<file path="src/rtl/stream_mux_rr_pkg.sv">
// Shared constants and helpers for the N:1 registered stream multiplexer.
package stream_mux_pkg;

  localparam int MODE_RR   = 0;
  localparam int MODE_PRIO = 1;

  // Select width never collapses to zero, so N=2 still gets a 1-bit index.
  function automatic int sel_w(input int n);
    return (n <= 2) ? 1 : $clog2(n);
  endfunction

endpackage

</file>
<file path="src/rtl/stream_mux_rr_if.sv">
// Handshake and data bundle between N producers, the mux, and one consumer.
interface stream_mux_rr_if #(
  parameter int N = 4,
  parameter int W = 8
);
  localparam int SELW = stream_mux_pkg::sel_w(N);

  logic [N-1:0]    in_valid;
  logic [N*W-1:0]  in_data;
  logic [N-1:0]    in_ready;
  logic            out_valid;
  logic [W-1:0]    out_data;
  logic [SELW-1:0] out_sel;
  logic            out_ready;

  modport master (
    output in_valid, in_data, out_ready,
    input  in_ready, out_valid, out_data, out_sel
  );

  modport slave (
    input  in_valid, in_data, out_ready,
    output in_ready, out_valid, out_data, out_sel
  );
endinterface

</file>
<file path="src/rtl/stream_mux_rr_arbiter.sv">
// Purpose: pick one requester, scanning upward from ptr (en=1) or from index 0 (en=0).
// Latency: purely combinational.
// Backpressure: none; caller qualifies the grant with its own load condition.
module rr_arbiter
  import stream_mux_pkg::*;
#(
  parameter  int N    = 4,
  localparam int SELW = sel_w(N)
) (
  input  logic [N-1:0]    req,
  input  logic [SELW-1:0] ptr,
  input  logic            en,
  output logic [N-1:0]    grant,
  output logic [SELW-1:0] idx
);

  int   cand;
  logic found;

  always_comb begin
    grant = '0;
    idx   = '0;
    found = 1'b0;
    cand  = 0;
    for (int k = 0; k < N; k++) begin
      cand = en ? (int'(ptr) + k) : k;
      if (cand >= N) cand = cand - N;
      if (!found && req[cand]) begin
        found       = 1'b1;
        grant[cand] = 1'b1;
        idx         = SELW'(cand);
      end
    end
  end

endmodule

</file>
<file path="src/rtl/stream_mux_rr.sv">
// Purpose: N:1 stream mux with internal round-robin or fixed-priority arbitration.
// Latency: one cycle from input handshake to out_* (single output register).
// Backpressure: in_ready all low while the output register is full and not draining.
module stream_mux_rr
  import stream_mux_pkg::*;
#(
  parameter  int N    = 4,
  parameter  int W    = 8,
  parameter  int MODE = MODE_RR,
  localparam int SELW = sel_w(N)
) (
  input  logic            clk,
  input  logic            rst,
  stream_mux_rr_if.slave  bus
);

  logic            load;
  logic            any_req;
  logic [N-1:0]    grant;
  logic [SELW-1:0] idx;
  logic [W-1:0]    sel_data;

  logic            out_valid_q, out_valid_d;
  logic [W-1:0]    out_data_q,  out_data_d;
  logic [SELW-1:0] out_sel_q,   out_sel_d;
  logic [SELW-1:0] ptr_q,       ptr_d;

  rr_arbiter #(.N(N)) u_arb (
    .req   (bus.in_valid),
    .ptr   (ptr_q),
    .en    (MODE == MODE_RR),
    .grant (grant),
    .idx   (idx)
  );

  // Register can take a new word when empty or when its current word leaves this cycle.
  assign load    = ~out_valid_q | bus.out_ready;
  assign any_req = |bus.in_valid;

  assign bus.in_ready  = load ? (grant & bus.in_valid) : '0;
  assign bus.out_valid = out_valid_q;
  assign bus.out_data  = out_data_q;
  assign bus.out_sel   = out_sel_q;

  always_comb begin
    sel_data = '0;
    for (int i = 0; i < N; i++) begin
      if (idx == SELW'(i)) sel_data = bus.in_data[i*W +: W];
    end
  end

  always_comb begin
    out_valid_d = out_valid_q;
    out_data_d  = out_data_q;
    out_sel_d   = out_sel_q;
    ptr_d       = ptr_q;
    if (load) begin
      if (any_req) begin
        out_valid_d = 1'b1;
        out_data_d  = sel_data;
        out_sel_d   = idx;
        if (MODE == MODE_RR) begin
          ptr_d = (idx == SELW'(N - 1)) ? '0 : idx + SELW'(1);
        end
      end else begin
        out_valid_d = 1'b0;
      end
    end
  end

  always_ff @(posedge clk or posedge rst) begin
    if (rst) begin
      out_valid_q <= 1'b0;
      out_data_q  <= '0;
      out_sel_q   <= '0;
      ptr_q       <= '0;
    end else begin
      out_valid_q <= out_valid_d;
      out_data_q  <= out_data_d;
      out_sel_q   <= out_sel_d;
      ptr_q       <= ptr_d;
    end
  end

endmodule

</file>
<file path="src/flat_wrapper.sv">
// flat-port wrapper written by rule: the top's interface ports become plain ports
module stream_mux_rr_flat import stream_mux_pkg::*;
#(
  parameter  int N    = 4,
  parameter  int W    = 8,
  parameter  int MODE = MODE_RR,
  localparam int SELW = sel_w(N)
)
  (clk, rst, bus_in_valid, bus_in_data, bus_out_ready, bus_in_ready, bus_out_valid, bus_out_data, bus_out_sel);
  stream_mux_rr_if #(.N(N), .W(W)) bus_i ();
  input  logic clk;
  input  logic rst;
  input wire logic [$bits(bus_i.in_valid)-1:0] bus_in_valid;
  input wire logic [$bits(bus_i.in_data)-1:0] bus_in_data;
  input wire logic [$bits(bus_i.out_ready)-1:0] bus_out_ready;
  output wire logic [$bits(bus_i.in_ready)-1:0] bus_in_ready;
  output wire logic [$bits(bus_i.out_valid)-1:0] bus_out_valid;
  output wire logic [$bits(bus_i.out_data)-1:0] bus_out_data;
  output wire logic [$bits(bus_i.out_sel)-1:0] bus_out_sel;
  assign bus_i.in_valid = bus_in_valid;
  assign bus_i.in_data = bus_in_data;
  assign bus_i.out_ready = bus_out_ready;
  assign bus_in_ready = bus_i.in_ready;
  assign bus_out_valid = bus_i.out_valid;
  assign bus_out_data = bus_i.out_data;
  assign bus_out_sel = bus_i.out_sel;
  stream_mux_rr #(.N(N), .W(W), .MODE(MODE)) u_core (.clk(clk), .rst(rst), .bus(bus_i));
endmodule
</file>
<file path="config.mk">
export PLATFORM = sky130hd
export DESIGN_NAME = stream_mux_rr_flat
export DESIGN_NICKNAME = d
export VERILOG_FILES = /design/src/rtl/stream_mux_rr_pkg.sv /design/src/rtl/stream_mux_rr_if.sv /design/src/rtl/stream_mux_rr_arbiter.sv /design/src/rtl/stream_mux_rr.sv /design/src/flat_wrapper.sv
export SDC_FILE = /design/constraint.sdc
export NUM_CORES = 1
export LEC_CHECK = 0
export ABC_AREA = 1
export CELL_PAD_IN_SITES_DETAIL_PLACEMENT = 1
export CELL_PAD_IN_SITES_GLOBAL_PLACEMENT = 1
export CORE_ASPECT_RATIO = 1.2
export CORE_MARGIN = 4
export CORE_UTILIZATION = 32
export DETAILED_ROUTE_END_ITERATION = 16
export GPL_TIMING_DRIVEN = 0
export PLACE_DENSITY = 0.95
export SLEW_MARGIN = 40
export SYNTH_ARGS = -nofsm -noshare
export SYNTH_HDL_FRONTEND = slang
export SYNTH_SLANG_ARGS = --single-unit
</file>
<file path="constraint.sdc">
create_clock -name clk -period 8.3 [get_ports clk]
set_clock_uncertainty 0.1 [all_clocks]
set_input_delay 1.66 -clock clk [delete_from_list [all_inputs] [get_ports clk]]
set_output_delay 1.66 -clock clk [all_outputs]
set_load 0.05 [all_outputs]
</file>
==> results.json, run 1 <==
{
  "p_leak_nw": 0.893,
  "ant_nets": 0,
  "cts_tree": "built",
  "wl_per_cell_um": 14.3,
  "p_per_area_nw_per_um2": 459,
  "fmax_mhz": 177,
  "slew_headroom": 0.623,
  "synth_edf_count": 0,
  "hp-class": "flip-flop to flip-flop",
  "yosys-top-cells-count": "nand2_1, nand3_1, inv_1",
  "ctsResizeCount": 0,
  "path_class": "input port to primary output",
  "cts_setup_buffers": 0,
  "clk_pin_slew_ns": 0.05,
  "grt_pass1_wl_um": 6960,
  "ctsHoldBuffers": 0,
  "start_kind": "input port",
  "synth_ff_type": "dfrtp_1",
  "antenna_cells": 0,
  "drt-initial-drc-count": 60,
  "yosys.cell_types.count": 29,
  "postSynth.asyncResetShare": 1.00,
  "max_cap_violations": 0,
  "synth_largest_area_cell": "dfrtp_1",
  "drc": 0,
  "seq_area_um2": 325,
  "final_layout_size_suffix_gt1_frac": 0.124,
  "hold_viol": 0,
  "min_period_over_period": 0.681,
  "grt_pass1_vias": 1535,
  "cts_max_path_buffers": 2,
  "worstPathRequired_ns": 6.54,
  "gp_congestion": 0.831,
  "cts_root_buf": "clkbuf_8",
  "worst_pin_slew_ns": 0.564,
  "die_area_um2": 5150,
  "core_um2": 3940,
  "io_pins": 54,
  "setup_viol": 0,
  "syn-num-nets": 232,
  "clock_latency_ns": 0.25,
  "finalNetCount": 290,
  "finalNonFillerCells": 296,
  "synthTopCellsByArea": "dfrtp_1, nand2_1, nand3_1",
  "io_buffers": 53,
  "wl_um": 4230,
  "area_growth_pct": 49.5,
  "drt_pre_antenna_iters": 4,
  "die_h_um": 77.8,
  "yosysMostFrequentCell": "nand2_1",
  "period_needed_ns": 5.65,
  "htree_levels": 1,
  "num-fill-cells": 522,
  "gr-usage-all-layers": 0.172,
  "postSynthCellCount": 185,
  "chipWidth_um": 66.2,
  "synth.top_cell.area_share": 0.250,
  "dp_cells": 292,
  "endpoint_kind": "primary output",
  "cts.sinks": 13,
  "multiInputGateArea_um2": 866,
  "crit_arrival_ns": 3.89,
  "ys_warn_count": 0,
  "rsz0062_at_grt": "false",
  "status": "completed",
  "rows": 25,
  "synth-seq-area-share": 0.250,
  "vdd_drop_max_mv": 0.261,
  "ys_ff_latch": 13,
  "fin_total_pwr_mw": 0.892,
  "start_util": 0.330,
  "crit_fanout": 6,
  "grt_max_degree": 14,
  "slew_violations": 0,
  "dp_hpwl_um": 3520,
  "cts_buffers": 3,
  "vias_per_cell": 5.00,
  "grt_overflow": 0,
  "syn_area_um2": 1300,
  "antenna_found_initial": 0,
  "avgSynthCellArea_um2": 7.02,
  "vias": 1480,
  "final.setup.tns_ns": 0
}
-- layout make-up --
type                            instances  share of cell area
Multi-Input combinational cell        148               0.446
Timing Repair Buffer                   53               0.273
Sequential cell                        13               0.168
Inverter                               18              0.0387
Tap cell                               54              0.0348
Clock buffer                            4              0.0232
Buffer                                  6              0.0168
-- cell usage in the layout, fill, tap and decap left out, types with 2 or more instances in the layout --
cell type | netlist | layout
nand3_1 | 27 | 27
ha_1 | 8 | 8
buf_2 | 2 | 2
inv_1 | 16 | 16
nand4_1 | 2 | 2
dfrtp_1 | 13 | 13
o21ai_0 | 5 | 5
nor2_2 | 3 | 3
a21oi_1 | 9 | 9
nand3_4 | 2 | 2
nand2_2 | 8 | 8
nor2_1 | 9 | 9
o21ai_1 | 8 | 8
clkbuf_8 | 0 | 3
a22oi_1 | 8 | 8
nand2_1 | 44 | 44
clkdlybuf4s50_1 | 0 | 53
clkbuf_1 | 2 | 3
nand2_4 | 4 | 4
a21boi_0 | 4 | 4
-- flip-flops by register name (all words and copies together), names as in the netlist --
| name | count |
|---|---|
| u_core.bus.out_sel | 2 |
| u_core.bus.out_valid | 1 |
| u_core.ptr_q | 2 |
| u_core.bus.out_data | 8 |
-- critical path, stage by stage --
cell and delay, ns:
clkdlybuf4s50_1 0.46, inv_1 0.15, nand2_2 0.10, nand3_1 0.11
nand2_2 0.12, nor2_4 0.19, nand3_1 0.10, nand3_1 0.09
nand2_1 0.05, inv_1 0.05, clkdlybuf4s50_1 0.79
-- cell families (layout without fill, tap and decap cells) --
family / after synthesis / in the layout / synth area share
and+or+nand+nor: 104 / 104 / 0.423
adders and majority gates: 8 / 8 / 0.0771
buffers and inverters: 24 / 81 / 0.0828
AOI/OAI and AO/OA: 36 / 36 / 0.167
DFF: 13 / 13 / 0.250
-- path summary, 6_finish.rpt --
path                                     endpoint  cells after the start                   from  slack, ns
max                               bus_in_ready[3]                     11        bus_in_valid[3]       2.65
min                         u_core.bus.out_sel[1]                      2  u_core.bus.out_sel[1]       0.39
max in group asynchronous         u_core.ptr_q[1]                      2                    rst       6.13
max reg2reg                u_core.bus.out_data[0]                     18        u_core.ptr_q[0]       5.18
min reg2reg                 u_core.bus.out_sel[1]                      2  u_core.bus.out_sel[1]       0.39
min in group asynchronous  u_core.bus.out_data[0]                      2                    rst       1.64
-- report_power, final --
group | total, mW | internal (mW) | switching [mW]
combinational | 0.718 | 0.247 | 0.472
sequential | 0.116 | 0.0950 | 0.0210
clock | 0.0574 | 0.0340 | 0.0234
total | 0.892 | 0.376 | 0.516
-- per-stage QoR --
stage / area, um^2 / hold WS [ns] / utilization / worst slack, ns
floorplan: 1300 / 0.553 / - / 3.88
global placement: 1900 / 0.369 / 0.481 / 2.68
detailed placement: 1900 / 0.380 / 0.481 / 2.64
CTS: 1940 / 0.395 / 0.493 / 2.64
global route: 1940 / 0.412 / 0.493 / 2.46
finish: 1940 / 0.387 / 0.493 / 2.65
-- layer usage --
metal  part of all wire  vias up  track usage
met5                  0        -            0
met4              0.014        0       0.0589
met3              0.064        7       0.0391
met2               0.57       43        0.346
met1               0.35      699        0.162
li1                   -      731            -
Note: power is estimated with default switching activity, not from simulation.
==> run 2, diff against run 1 <==
CORE_UTILIZATION = 29   (was 32)
PLACE_DENSITY = 0.9   (was 0.95)
clock period = 5.88 ns   (was 8.3 ns; I/O delays follow)
==> run 2 against run 1 <==
Net effect: sequential power grew 42%; clock-buffer cell count unchanged; die area grew 9.2%; largest cell class unchanged; routed wire length is 1.8% higher; worst setup slack got worse by 1.5 ns; core utilization fell by 4.0 points; non-clock buffer count is the same.
==> results.json, run 2 (synthesis gave the netlist of run 1 again) <==
{
  "cp_slowest_stage_delay_ns": 0.79,
  "largest_reg_flops": 8,
  "setup_viol": 0,
  "drc": 0,
  "grt_overflow": 0,
  "start_util": 0.302,
  "drt_pre_antenna_iters": 4,
  "io_buffers": 53,
  "ant_nets": 0,
  "ctsResizeCount": 0,
  "cts.sinks": 13,
  "p_per_area_nw_per_um2": 661,
  "cts_max_path_buffers": 2,
  "regToRegStartpoint": "u_core.ptr_q[0]",
  "gp_congestion": 0.877,
  "hold_viol": 0,
  "ctsHoldBuffers": 0,
  "p_sw_mw": 0.756,
  "io_pins": 54,
  "intPower_mw": 0.529,
  "cts_root_buf": "clkbuf_8",
  "swShare": 0.588,
  "cts_buffers": 3,
  "endpoint_kind": "primary output",
  "cts_tree": "built",
  "hp-class": "flip-flop to flip-flop",
  "antenna_cells": 0,
  "area_growth_pct": 49.7,
  "clk_pin_slew_ns": 0.06,
  "path_common_cell": "nand3_1",
  "fin_total_pwr_mw": 1.29,
  "slew_violations": 0,
  "crit_path_end": "bus_in_ready[0]",
  "die_h_um": 81.3,
  "fmax_mhz": 213,
  "cp_slowest_cell": "clkdlybuf4s50_1",
  "cts_setup_buffers": 0,
  "p_leak_nw": 0.893,
  "final_layout_size_suffix_gt1_frac": 0.124,
  "final_cell_mix": "clkdlybuf4s50_1, nand2_1, nand3_1, inv_1, dfrtp_1",
  "antenna_found_initial": 0,
  "chipWidth_um": 69.1,
  "clkPwrFrac": 0.062,
  "r2r_slack_ns": 2.58,
  "rsz0062_at_grt": "false",
  "core_um2": 4290,
  "slew_headroom": 0.646,
  "drt-initial-drc-count": 98,
  "critPathTopFamily": "buffers and inverters",
  "vias_per_cell": 4.92,
  "grt_max_degree": 14,
  "grt_pass1_vias": 1581,
  "worstPathRequired_ns": 4.60,
  "gr-usage-all-layers": 0.159,
  "clock_latency_ns": 0.24,
  "worst_pin_slew_ns": 0.529,
  "cp-startpoint": "bus_in_valid[3]",
  "combPwrFrac": 0.809,
  "crit_arrival_ns": 3.42,
  "dp_hpwl_um": 3570,
  "start_kind": "input port",
  "status": "completed",
  "max_cap_violations": 0,
  "die_area_um2": 5620,
  "final_common_cell": "clkdlybuf4s50_1",
  "r2r_cells": 18,
  "period_needed_ns": 4.70,
  "wl_per_cell_um": 14.4,
  "cp_num_cells": 11,
  "path_cells": "clkdlybuf4s50_1 -> inv_1 -> nand2_2 -> nand3_1 -> nand2_2 -> nor2_4 -> nand3_1 -> nand3_1 -> nand2_1 -> inv_1 -> clkdlybuf4s50_1",
  "crit_fanout": 6,
  "final.setup.tns_ns": 0,
  "vias": 1465,
  "rows": 26,
  "grt_pass1_wl_um": 7220,
  "htree_levels": 1,
  "r2r-end": "u_core.bus.out_data[0]",
  "cp_num_buf_inv": 4,
  "vdd_drop_max_mv": 0.292,
  "finalNetCount": 290,
  "min_period_over_period": 0.799,
  "seq_power_share": 0.129,
  "wl_um": 4310,
  "path_class": "input port to primary output",
  "final_util": 0.453
}
==> run 2: worst min-delay path by stage <==
stage | start | to | slack [ns] | cells after the start
after floorplan | u_core.ptr_q[0] | u_core.ptr_q[0] | 0.55 | 3
after global placement | u_core.bus.out_sel[1] | u_core.bus.out_sel[1] | 0.37 | 2
after detailed placement | u_core.bus.out_sel[1] | u_core.bus.out_sel[1] | 0.37 | 2
after CTS | u_core.bus.out_sel[1] | u_core.bus.out_sel[1] | 0.39 | 2
after global routing | u_core.bus.out_sel[1] | u_core.bus.out_sel[1] | 0.42 | 2
final | u_core.bus.out_sel[1] | u_core.bus.out_sel[1] | 0.38 | 2
==> run 2: area by class of cell <==
| type | instances | area (um^2) |
|---|---|---|
| Inverter | 18 | 75.1 |
| Multi-Input combinational cell | 148 | 866 |
| Timing Repair Buffer | 53 | 531 |
| Buffer | 6 | 32.5 |
| Tap cell | 56 | 70.1 |
| Fill cell | 566 | 2350 |
| Clock buffer | 4 | 45.0 |
| Sequential cell | 13 | 325 |
==> run 2: worst min-delay path: cells and delay by family (launching register included) <==
family	cells	cell delay, ns
flops	1	0.34
simple gates	2	0.11
==> run 2: metrics by stage <==
stage / hold slack [ns] / area [um^2] / setup WS [ns] / instances
floorplan: 0.553 / 1300 / 2.42 / 185
global placement: 0.372 / 1900 / 1.21 / 294
detailed placement: 0.372 / 1900 / 1.17 / 294
CTS: 0.387 / 1940 / 1.17 / 298
global route: 0.423 / 1940 / 1.05 / 298
finish: 0.382 / 1940 / 1.18 / 298
==> run 2: routing by layer <==
metal / share of wire / wire length, um / global-route usage
met1: 0.39 / 1660 / 0.165
met2: 0.54 / 2310 / 0.328
met3: 0.066 / 282 / 0.0309
met4: 0.012 / 53 / 0.0332
met5: 0 / 0 / 0
==> run 2: power by group through the flow <==
stage,registers [mW],clock network [mW],logic (mW)
final,0.165,0.0800,1.04
after global routing,0.171,0.0867,1.15
after CTS,0.167,0.0808,1.05
after detailed placement,0.165,0,1.05
after global placement,0.164,0,1.01
after floorplan,0.275,0,0.635
==> run 3, diff against run 2 <==
CORE_UTILIZATION = 26   (was 29)
PLACE_DENSITY = 0.86   (was 0.9)
clock period = 4 ns   (was 5.88 ns; I/O delays follow)
==> run 3 against run 2 <==
Net effect: sequential share of layout area decreased by 0.11 points; core utilization decreased by 3.6 points; clock power increased by 50%; routed wire length shrank 5.1%; register-to-register slack lost 1.8 ns; critical endpoint is now bus_in_ready[3]; largest cell class unchanged.
==> results.json, run 3 (synthesis gave the netlist of run 1 again) <==
{
  "wl_per_cell_um": 13.6,
  "whs_endpoint": "u_core.bus.out_sel[1]",
  "critPathTopFamily": "buffers and inverters",
  "vias": 1433,
  "rows": 27,
  "clk_pin_slew_ns": 0.06,
  "drt_pre_antenna_iters": 2,
  "min_from": "u_core.bus.out_sel[1]",
  "final_cell_mix": "clkdlybuf4s50_1, nand2_1, nand3_1, inv_1, dfrtp_1",
  "crit_arrival_ns": 2.65,
  "gr-usage-all-layers": 0.135,
  "gp_congestion": 0.795,
  "setup_ws_ns": 0.447,
  "cts_setup_buffers": 0,
  "slew_headroom": 0.649,
  "clock_latency_ns": 0.24,
  "cts_max_path_buffers": 2,
  "hold_depth": 2,
  "r2r_slack_ns": 0.83,
  "area_growth_pct": 50.7,
  "r2r_cells": 16,
  "grt_pass1_wl_um": 6750,
  "cts.sinks": 13,
  "largest_reg_flops": 8,
  "start_util": 0.277,
  "drt-initial-drc-count": 73,
  "final_layout_size_suffix_gt1_frac": 0.124,
  "ctsHoldBuffers": 0,
  "crit_fanout": 6,
  "cp_slowest_stage_delay_ns": 0.44,
  "period_needed_ns": 3.55,
  "fmax_mhz": 281,
  "vias_per_cell": 4.78,
  "antenna_found_initial": 0,
  "dp_hpwl_um": 3400,
  "final.setup.tns_ns": 0,
  "grt_pass1_vias": 1513,
  "chipWidth_um": 72.5,
  "core_um2": 4700,
  "r2r-end": "u_core.bus.out_data[7]",
  "die_area_um2": 6190,
  "pre_cts_slack_ns": 0.0451,
  "antenna_cells": 0,
  "dp_cells": 296,
  "hp-class": "flip-flop to flip-flop",
  "cts_buffers": 3,
  "io_pins": 54,
  "wl_um": 4080,
  "setup_viol": 0,
  "finalNetCount": 290,
  "htree_levels": 1,
  "path_class": "input port to primary output",
  "die_h_um": 85.4,
  "p_leak_nw": 0.963,
  "worst_pin_slew_ns": 0.525,
  "cp_slowest_cell": "clkdlybuf4s50_1",
  "ant_nets": 0,
  "max_cap_violations": 0,
  "p_per_area_nw_per_um2": 940,
  "multiInputGateArea_um2": 866,
  "rsz0062_at_grt": "false",
  "slew_violations": 0,
  "worstPathRequired_ns": 3.10,
  "num-fill-cells": 609,
  "cp_num_buf_inv": 4,
  "regToRegStartpoint": "u_core.ptr_q[1]",
  "drc": 0,
  "start_kind": "input port",
  "finalNonFillerCells": 300,
  "grt_overflow": 0,
  "hold_viol": 0,
  "final_common_cell": "clkdlybuf4s50_1",
  "status": "completed",
  "vdd_drop_max_mv": 0.506,
  "path_common_cell": "nand3_1",
  "cts_tree": "built",
  "path_cells": "clkdlybuf4s50_1 -> inv_1 -> nand2_2 -> nand3_1 -> nand2_2 -> nor2_4 -> nand3_1 -> nand3_1 -> nand2_1 -> inv_1 -> dlymetal6s2s_1",
  "seq_area_um2": 325,
  "endpoint_kind": "primary output",
  "min_period_over_period": 0.888,
  "io_buffers": 53,
  "grt_max_degree": 14,
  "cts_root_buf": "clkbuf_8"
}
## run 3: final cells by class
class                           instances  share of cell area
Multi-Input combinational cell        148               0.442
Timing Repair Buffer                   53               0.276
Sequential cell                        13               0.166
Inverter                               18              0.0384
Tap cell                               58              0.0371
Clock buffer                            4              0.0230
Buffer                                  6              0.0166
## run 3: through the flow
stage               hold slack (ns)  power [mW]  cell area [um^2]   util
floorplan                     0.553        1.34              1300      -
CTS                           0.397        1.87              1950  0.415
global route                  0.425        2.03              1960  0.417
finish                        0.392        1.84              1960  0.417
detailed placement            0.382        1.74              1900  0.405
global placement              0.378        1.71              1900  0.405
## run 3: where the power goes
group | switching [mW] | internal, mW
sequential | 0.0446 | 0.197
clock | 0.0491 | 0.0704
combinational | 0.973 | 0.505
total | 1.07 | 0.773
## run 3: worst max path at each step
stage / slack, ns / to / startpoint / cells past startpoint
final: 0.45 / bus_in_ready[3] / bus_in_valid[1] / 11
after global routing: 0.30 / bus_in_ready[0] / bus_in_valid[1] / 11
after CTS: 0.04 / bus_in_ready[3] / bus_in_valid[3] / 11
after detailed placement: 0.05 / bus_in_ready[3] / bus_in_valid[3] / 11
after global placement: 0.08 / bus_in_ready[3] / bus_in_valid[3] / 11
after floorplan: 1.30 / bus_in_ready[0] / bus_in_valid[1] / 9
## run 3: layer usage
layer | global-route usage | wire (um)
met1 | 0.151 | 1650
met2 | 0.241 | 2030
met3 | 0.0367 | 307
met4 | 0.0436 | 95
met5 | 0 | 0
## run 3: worst min-delay path, stage by stage, from the launching register on
cell     delay, ns
dfrtp_1       0.35
nand2_1       0.06
nand2_1       0.06
## run 3: repair_timing
action                                 CTS  global route
gates resized for setup                  0             4
setup endpoints to repair                0             4
endpoints found under the hold margin    0             0
